### src/rtl/serial_subtractor_8bit.sv
// Bit-serial 8-bit unsigned subtractor (a - b - borrow_in), LSB first, one bit per clock.
// A start/busy/done handshake lets a controller time-multiplex the block.
module serial_subtractor_8bit (
   input  logic       clk,
   input  logic       n_rst,
   input  logic       start,
   input  logic [7:0] a,
   input  logic [7:0] b,
   input  logic       borrow_in,
   output logic       busy,
   output logic       done,
   output logic [7:0] diff,
   output logic       underflow
);

   typedef enum logic [1:0] {
      IDLE  = 2'd0,
      SHIFT = 2'd1,
      DONE  = 2'd2
   } state_t;

   state_t     state_r;
   logic [7:0] a_sr_r;
   logic [7:0] b_sr_r;
   logic [7:0] work_sr_r;
   logic       brw_r;
   logic [2:0] cnt_r;
   logic       d_s;
   logic       brw_next_s;

   function automatic logic full_sub_diff(input logic x, input logic y, input logic bi);
      return x ^ y ^ bi;
   endfunction

   function automatic logic full_sub_borrow(input logic x, input logic y, input logic bi);
      return (~x & y) | (~(x ^ y) & bi);
   endfunction

   // One-bit full-subtractor slice on the current LSBs.
   always_comb begin
      d_s        = full_sub_diff(a_sr_r[0], b_sr_r[0], brw_r);
      brw_next_s = full_sub_borrow(a_sr_r[0], b_sr_r[0], brw_r);
   end

   // Control FSM, serial datapath and registered handshake/result outputs.
   always_ff @(posedge clk or negedge n_rst) begin
      if (!n_rst) begin
         state_r   <= IDLE;
         a_sr_r    <= 8'h00;
         b_sr_r    <= 8'h00;
         work_sr_r <= 8'h00;
         brw_r     <= 1'b0;
         cnt_r     <= 3'd0;
         busy      <= 1'b0;
         done      <= 1'b0;
         diff      <= 8'h00;
         underflow <= 1'b0;
      end else begin
         case (state_r)
            IDLE, DONE: begin
               if (start) begin
                  a_sr_r  <= a;
                  b_sr_r  <= b;
                  brw_r   <= borrow_in;
                  cnt_r   <= 3'd0;
                  state_r <= SHIFT;
                  busy    <= 1'b1;
                  done    <= 1'b0;
               end else begin
                  state_r <= IDLE;
                  busy    <= 1'b0;
                  done    <= 1'b0;
               end
            end
            SHIFT: begin
               work_sr_r <= {d_s, work_sr_r[7:1]};
               a_sr_r    <= {1'b0, a_sr_r[7:1]};
               b_sr_r    <= {1'b0, b_sr_r[7:1]};
               brw_r     <= brw_next_s;
               cnt_r     <= cnt_r + 3'd1;
               // Last bit: publish the result on the same edge the final bit is formed.
               if (cnt_r == 3'd7) begin
                  diff      <= {d_s, work_sr_r[7:1]};
                  underflow <= brw_next_s;
                  state_r   <= DONE;
                  busy      <= 1'b0;
                  done      <= 1'b1;
               end else begin
                  state_r   <= SHIFT;
                  busy      <= 1'b1;
                  done      <= 1'b0;
               end
            end
            default: begin
               state_r <= IDLE;
               busy    <= 1'b0;
               done    <= 1'b0;
            end
         endcase
      end
   end

endmodule

### config.mk
export PLATFORM = sky130hd
export DESIGN_NAME = serial_subtractor_8bit
export DESIGN_NICKNAME = d
export VERILOG_FILES = /design/src/rtl/serial_subtractor_8bit.sv
export SDC_FILE = /design/constraint.sdc
export NUM_CORES = 1
export LEC_CHECK = 0
export BUFFER_PORTS_ARGS = -buffer_cell sky130_fd_sc_hd__buf_2
export CORE_ASPECT_RATIO = 0.8
export CORE_UTILIZATION = 59
export DETAILED_ROUTE_END_ITERATION = 12
export GPL_TIMING_DRIVEN = 0
export PLACE_DENSITY = 0.95
export REMOVE_ABC_BUFFERS = 1
export SYNTH_ARGS = -nofsm -noshare
export SYNTH_HDL_FRONTEND = slang
export SYNTH_SLANG_ARGS = --single-unit
export TNS_END_PERCENT = 50
### constraint.sdc
create_clock -name clk -period 4.15 [get_ports clk]
set_clock_uncertainty 0.1 [all_clocks]
set_input_delay 0.83 -clock clk [delete_from_list [all_inputs] [get_ports clk]]
set_output_delay 0.83 -clock clk [all_outputs]
set_load 0.02 [all_outputs]
==> summary.txt, run 1 <==
Timing
  • Final period utilization: 0.665
  • Max Fclk: between 300 and 400 MHz
  • Final Max Tran Viols: 0
  • Worst Tran Pin Value: 1.27 ns
  • Setup TNS: 0 ns
  • Hold Vio Cnt, Final: 0
  • Period minus WS final: between 2 and 3 ns
  • Worst relative slew slack: 0.153
  • Setup violations, final: 0
  • RSZ-0062 raised after global routing: false

Clock network
  • Clk slew on worst S/H paths: 0.07 ns
  • Post-CTS Setup Repair Bufs: 0
  • CTS Buf Count: 5
  • Clock root buffer master: clkbuf_8
  • CTS tree: built
  • Bufs on Longest Clock Path: 2
  • H-tree levels: 2
  • Post-CTS Hold Buffers: 0
  • Sink Count: 39
  • Post-CTS Resized: 0
  • Worst skew pair latency: just under 0.3 ns

Floorplanning
  • # IOs: 31
  • Initial Utilization: 0.652
  • # rows: 17
  • Core ar.: 0.00289 sq mm
  • Die Height: 52.6 microns
  • Chip Width: 65.2 microns
  • Die Footprint: 0.00343 sq mm

GRT
  • Antenna violations before repair: 0
  • Vias in the first global route: 1240
  • First-pass GRT wire length: 5890 microns
  • Total track usage: 0.240
  • Largest net degree at the start of global routing: 43
  • Grt total ovfl: 0

Detailed routing
  • Routed WL per cell: 15.5 microns
  • Number of vias in the routed layout: 1242
  • First DRT Iteration DRCs: 69
  • Detail Route Antenna Nets: 0
  • Vias per cell: between 5 and 6
  • Drt drc: 0
  • First-pass detailed-route iteration total: 4
  • Drt total wl: approximately 3400 microns

Power
  • Leakage power: just under 1 nW
  • VDD IR-drop max: 0.000450 V
  • PwrDens: 768 mW/mm^2
  • Tot Pwr: 1.61 mW

Synthesis
  • Mapped Cells: 152
  • Post-Syn Area: 0.00189 sq mm
  • Yosys warnings: 0
  • Post-synthesis register bit count: 39
  • Synth area leader: dfrtp_1
  • Seq/Total Area, Yosys: 0.518
  • Synth top area cells: dfrtp_1 (52%), mux2i_1 (9.0%), a211oi_1 (6.0%)
  • Synth cell types: 24
  • Syn avg cell area: 12.4 sq um
  • Post-synth top area share: 0.518

Worst setup path
  • Critical Path Max Stage Delay: 1.19 ns
  • R2R depth: 2
  • Worst setup path end: busy
  • Stages on the worst setup path: 1
  • Delay-heaviest family, CP: flip-flops
  • CP Buf/Inv Count: 1
  • Crit Path Class: flip-flop to output pin
  • Reg2reg end: work_sr_r[5]
  • Slowest cell on the critical path: dfrtp_1
  • Worst setup SP type: flip-flop
  • CP required: 3.22 ns
  • Cells along the critical path: buf_2
  • CP Capture Type: output pin
  • Crit path DAT: around 1.8 ns
  • R2r setup slk: 1.74 ns
  • Worst r2r src: state_r[0]
  • Worst Setup SP: state_r[0]
  • Crit path max fanout: 42

Hold path
  • Min-delay worst type: flip-flop to flip-flop
  • Hold path startpoint: cnt_r[0]

Placement
  • Final HPWL DP: 2320 microns
  • Port bufs: 30
  • GPL Wtd Cong: about 0.69

Outcome
  • Status: completed

Layout
  • Area growth syn-to-layout: 11.3%
  • Antenna fix cells: 0
  • Nets@finish: 201
  • Share of layout cells above drive strength 1: 0.268
  • Commonest non-fill, non-tap cell in the layout: dfrtp_1
  • Most frequent cells in the layout: dfrtp_1 (39), buf_2 (30), mux2i_1 (17), a21oi_1 (17)

Flow run
  • Max-cap viol count: 0
-- per-stage QoR --
step                      hold WS [ns]  utilization  area, sq um  setup slack [ns]  cells
final                            0.399        0.726         2100              1.39    217
after global routing             0.412        0.726         2100              1.24    217
after CTS                        0.390        0.726         2100              1.40    217
after detailed placement         0.381        0.691         2000              1.73    209
after global placement           0.368        0.691         2000              1.78    209
after floorplan                  0.357            -         1800              2.08    141
-- flip-flops by register name (all words and copies together) (netlist names) --
name       flops
diff           8
work_sr_r      7
brw_r          1
done           1
b_sr_r         8
cnt_r          3
state_r        2
underflow      1
a_sr_r         8
-- final cells by class --
type,instances,area (sq um)
Inverter,5,18.8
Tap cell,38,47.5
Timing Repair Buffer,30,150
Clock buffer,8,100
Sequential cell,39,976
Fill cell,192,793
Multi-Input combinational cell,97,807
-- synth_stat cells (all sizes together) --
master  number
ha           2
nand3        2
a211oi      15
a22o         2
inv          5
fa           1
nand2        1
a21oi       17
dfrtp       39
o21ai        3
nor2         2
clkbuf       1
mux2i       17
nand3b       1
buf         10
mux2        17
nand2b       1
nor2b       15
o22ai        1
-- where the power goes --
part / internal, mW / switching, mW / total, mW
Clock: 0.152 / 0.130 / 0.282
Combinational: 0.311 / 0.273 / 0.583
Sequential: 0.564 / 0.184 / 0.748
Total: 1.03 / 0.587 / 1.61
-- cell families (layout without fill, tap and decap cells) --
| kind of cell | count (synthesis) | count (layout) | synth area share |
|---|---|---|---|
| AND/OR/NAND/NOR | 22 | 22 | 0.0750 |
| adder cells (fa/ha/maj) | 3 | 3 | 0.0239 |
| flip-flops | 39 | 39 | 0.518 |
| AO/OA/AOI/OAI | 38 | 38 | 0.125 |
| multiplexers | 34 | 34 | 0.204 |
| buffers and inverters | 16 | 43 | 0.0544 |
-- worst reg2reg max path: stages (launching register included) --
cell and delay, ns:
dfrtp_1 1.19, nand2b_1 0.54, mux2_1 0.46
-- per-layer routing --
layer | vias to the layer above | global-route usage | part of all wire
met4 | 0 | 0.0942 | 0.015
met5 | - | 0 | 0
met2 | 23 | 0.387 | 0.51
met3 | 7 | 0.0674 | 0.032
met1 | 613 | 0.309 | 0.44
li1 | 599 | - | -
-- worst min path at each step --
stage,end,slack [ns],cells after the start
floorplan,cnt_r[0],0.36,1
global route,cnt_r[0],0.41,1
detailed placement,cnt_r[0],0.38,1
CTS,cnt_r[0],0.39,1
finish,cnt_r[0],0.40,1
global placement,cnt_r[0],0.37,1
Note: power is estimated with default switching activity, not from simulation.
==> run 2: changes to the inputs <==
--- a/config.mk
+++ b/config.mk
@@ -5,12 +5,13 @@
 export SDC_FILE = /design/constraint.sdc
 export NUM_CORES = 1
 export LEC_CHECK = 0
+export ABC_AREA = 1
 export BUFFER_PORTS_ARGS = -buffer_cell sky130_fd_sc_hd__buf_2
 export CORE_ASPECT_RATIO = 0.8
-export CORE_UTILIZATION = 59
+export CORE_UTILIZATION = 50
 export DETAILED_ROUTE_END_ITERATION = 12
 export GPL_TIMING_DRIVEN = 0
-export PLACE_DENSITY = 0.95
+export PLACE_DENSITY = 0.87
 export REMOVE_ABC_BUFFERS = 1
 export SYNTH_ARGS = -nofsm -noshare
 export SYNTH_HDL_FRONTEND = slang
==> constraint.sdc (replaced) <==
create_clock -name clk -period 2.4 [get_ports clk]
set_clock_uncertainty 0.1 [all_clocks]
set_input_delay 0.48 -clock clk [delete_from_list [all_inputs] [get_ports clk]]
set_output_delay 0.48 -clock clk [all_outputs]
set_load 0.02 [all_outputs]
==> run 2 against run 1 <==
  * Critical path depth unchanged
  * Synthesized cell count up 46%
  * Sequential share of layout area decreased by 0.25 points
  * Non-clock buffer count did not move
  * Area after synthesis shrank 0.86%
  * Wire length up 0.74%
  * Final cell count grew 35%
  * Largest cell class unchanged
  * Worst hold slack lost 0.20 ns
  * Global-route usage fell by 3.9 points
  * First-iteration DRC count up 130%
==> summary.txt, run 2 <==
Outcome
  • Status: completed

Placement
  • Pre-CTS setup slack: 0.509 ns (-1.23 ns)
  • Final HPWL DP: 2130 microns (-8.1%)
  • GPL Wtd Cong: 0.752 (+8.6%)
  • Placed Area: 0.00199 sq mm (-0.31%)
  • Port bufs: 30 (unchanged)
  • Dpl cells: 285 (+36%)

Synthesis
  • Count leader, synth: nand2_1
  • Post-synth EDFFs: 0 (unchanged)
  • Synth cell types: 18 (-25%)
  • Post-synth ARST share: 1.00 (unchanged)
  • Post-Syn Area: 0.00187 sq mm (-0.86%)
  • Post-synth top cells: nand2_1 (72), inv_1 (42), dfrtp_1 (39)
  • Yosys warnings: 0 (unchanged)
  • Post-synth top area share: 0.522 (+0.00450)
  • Mapped Cells: 222 (+46%)
  • Synth top area cells: dfrtp_1 (52%), nand2_1 (14%), inv_1 (8.4%)
  • Post-synthesis register bit count: 39 (unchanged)
  • Syn avg cell area: 8.42 sq um (-32%)
  • Seq/Total Area, Yosys: 0.522 (+0.00450)
  • Synth area leader: dfrtp_1
  • Post-synth top flop: dfrtp_1

Floorplanning
  • Die Footprint: 0.00399 sq mm (+16%)
  • Initial Utilization: 0.535 (-0.117)
  • Core ar.: 0.00349 sq mm (+21%)
  • # IOs: 31 (unchanged)
  • Die Height: 56.7 microns (+7.8%)
  • Chip Width: 70.4 microns (+7.9%)
  • # rows: 19 (+2)

Worst setup path
  • R2R depth: 5 (+3)
  • Worst setup SP type: flip-flop
  • R2r setup slk: 0.49 ns (-1.25 ns)
  • Crit path DAT: 1.36 ns (-0.47 ns)
  • Cells along the critical path: buf_2
  • Reg2reg end: a_sr_r[3]
  • Worst r2r src: state_r[0]
  • Crit path max fanout: 17 (-60%)
  • Critical Path Max Stage Delay: 0.79 ns (-0.40 ns)
  • CP Capture Type: output pin
  • CP required: 1.82 ns (-1.40 ns)
  • CP Buf/Inv Count: 1 (unchanged)
  • Crit Path Class: flip-flop to output pin
  • Slowest cell on the critical path: dfrtp_1
  • Delay-heaviest family, CP: flip-flops

Layout
  • Biggest regs: a_sr_r x8, b_sr_r x8, diff x8
  • Share of layout cells above drive strength 1: 0.215 (-0.0530)
  • Antenna fix cells: 0 (unchanged)
  • Finished Layout Cells: 293 (+35%)
  • Nets@finish: 273 (+36%)
  • Most frequent cells in the layout: nand2_1 (72), inv_1 (42), dfrtp_1 (39)
  • Area growth syn-to-layout: 12.9%
  • Design area: 0.00211 sq mm (+0.54%)
  • Commonest non-fill, non-tap cell in the layout: nand2_1

Clock network
  • Post-CTS Hold Buffers: 0 (unchanged)
  • Post-CTS Resized: 0 (unchanged)
  • Bufs on Longest Clock Path: 2 (unchanged)
  • CTS tree: built
  • CTS Buf Count: 5 (unchanged)
  • Post-CTS Setup Repair Bufs: 0 (unchanged)
  • Sink Count: 39 (unchanged)
  • Clock root buffer master: clkbuf_8
  • Worst skew pair latency: 0.28 ns (about the same)
  • H-tree levels: 2 (unchanged)
  • Clk slew on worst S/H paths: 0.07 ns (about the same)

Timing
  • Final hold slack: 0.197 ns (-0.201 ns)
  • Max Fclk: about 520 MHz
  • RSZ-0062 raised after global routing: false
  • Final period utilization: 0.808
  • Final Max Tran Viols: 0 (unchanged)
  • Hold Vio Cnt, Final: 0 (unchanged)
  • Setup violations, final: 0 (unchanged)
  • Worst relative slew slack: 0.435 (+0.283)
  • Worst Setup Slack, final: 0.462 ns (-0.927 ns)
  • Period minus WS final: 1.94 ns
  • Worst Tran Pin Value: 0.847 ns (-0.424 ns)
  • Setup TNS: 0 ns (unchanged)

Detailed routing
  • Routed WL per cell: 11.6 microns (-25%)
  • First DRT Iteration DRCs: 160 (+130%)
  • Number of vias in the routed layout: 1423 (+15%)
  • Drt total wl: 3390 microns (+0.74%)
  • Detail Route Antenna Nets: 0 (unchanged)
  • Vias per cell: 4.86 (-15%)
  • Drt drc: 0 (unchanged)
  • First-pass detailed-route iteration total: 4 (unchanged)

GRT
  • Vias in the first global route: 1408 (+14%)
  • Antenna violations before repair: 0 (unchanged)
  • First-pass GRT wire length: 6160 microns (+4.7%)
  • Largest net degree at the start of global routing: 40 (-7.0%)
  • Total track usage: 0.201 (-0.0389)
  • Grt total ovfl: 0 (unchanged)

Power
  • Leakage power: 1.23 nW (+28%)
  • VDD IR-drop max: 0.000672 V (+49%)
  • PwrDens: 1420 mW/mm^2 (+85%)

Hold path
  • Min-delay worst type: primary input to asynchronous set/reset pin

Flow run
  • Max-cap viol count: 0 (unchanged)
[run 2: cell types whose count changed in the layout (fill, tap and decap cells not counted), sizes merged, moves of 16 or more]
cell / delta
inv: +40
nand3: +27
nand2: +75
a21oi: -16
mux2: -17
mux2i: -17
[run 2: per-layer routing]
metal / share of wire / vias up / global-route usage
li1: - / 729 / -
met1: 0.48 / 659 / 0.252
met2: 0.47 / 30 / 0.343
met3: 0.044 / 5 / 0.0539
met4: 0.013 / 0 / 0.0543
met5: 0 / - / 0
[run 2: how the worst max path moves through the flow]
stage	end	from	slack, ns	depth (start not counted)
global route	b_sr_r[1]	state_r[0]	0.32	5
floorplan	a_sr_r[0]	state_r[0]	0.78	5
detailed placement	a_sr_r[3]	state_r[0]	0.51	5
finish	busy	state_r[0]	0.46	1
CTS	busy	state_r[0]	0.47	1
global placement	a_sr_r[6]	state_r[0]	0.54	5
[run 2: report_power, final]
group          switching (mW)  leakage (nW)  internal (mW)
logic                   0.829         0.685          0.443
registers               0.202         0.485          0.969
clock network           0.223        0.0612          0.336
total                    1.25          1.23           1.75
[run 2: final cells by class]
type                            count  area (sq um)
Clock buffer                        6          82.6
Inverter                           45           174
Fill cell                         307          1380
Timing Repair Buffer               30           150
Multi-Input combinational cell    129           641
Tap cell                           42          52.6
Sequential cell                    39           976
Clock inverter                      2          35.0
[run 2: cell families (layout without fill, tap and decap cells)]
logic type / after synthesis / in the layout / share of synthesized area
AOI/OAI and AO/OA: 19 / 19 / 0.0669
DFF: 39 / 39 / 0.522
adders and majority gates: 3 / 3 / 0.0241
and+or+nand+nor: 107 / 107 / 0.252
buffers and inverters: 54 / 83 / 0.135
[run 2: metrics by stage]
| stage | power [mW] | utilization |
|---|---|---|
| after CTS | 3.03 | 0.604 |
| after global placement | 2.38 | 0.570 |
| after floorplan | 2.11 | - |
| after detailed placement | 2.45 | 0.570 |
| final | 3.00 | 0.604 |
| after global routing | 3.29 | 0.604 |
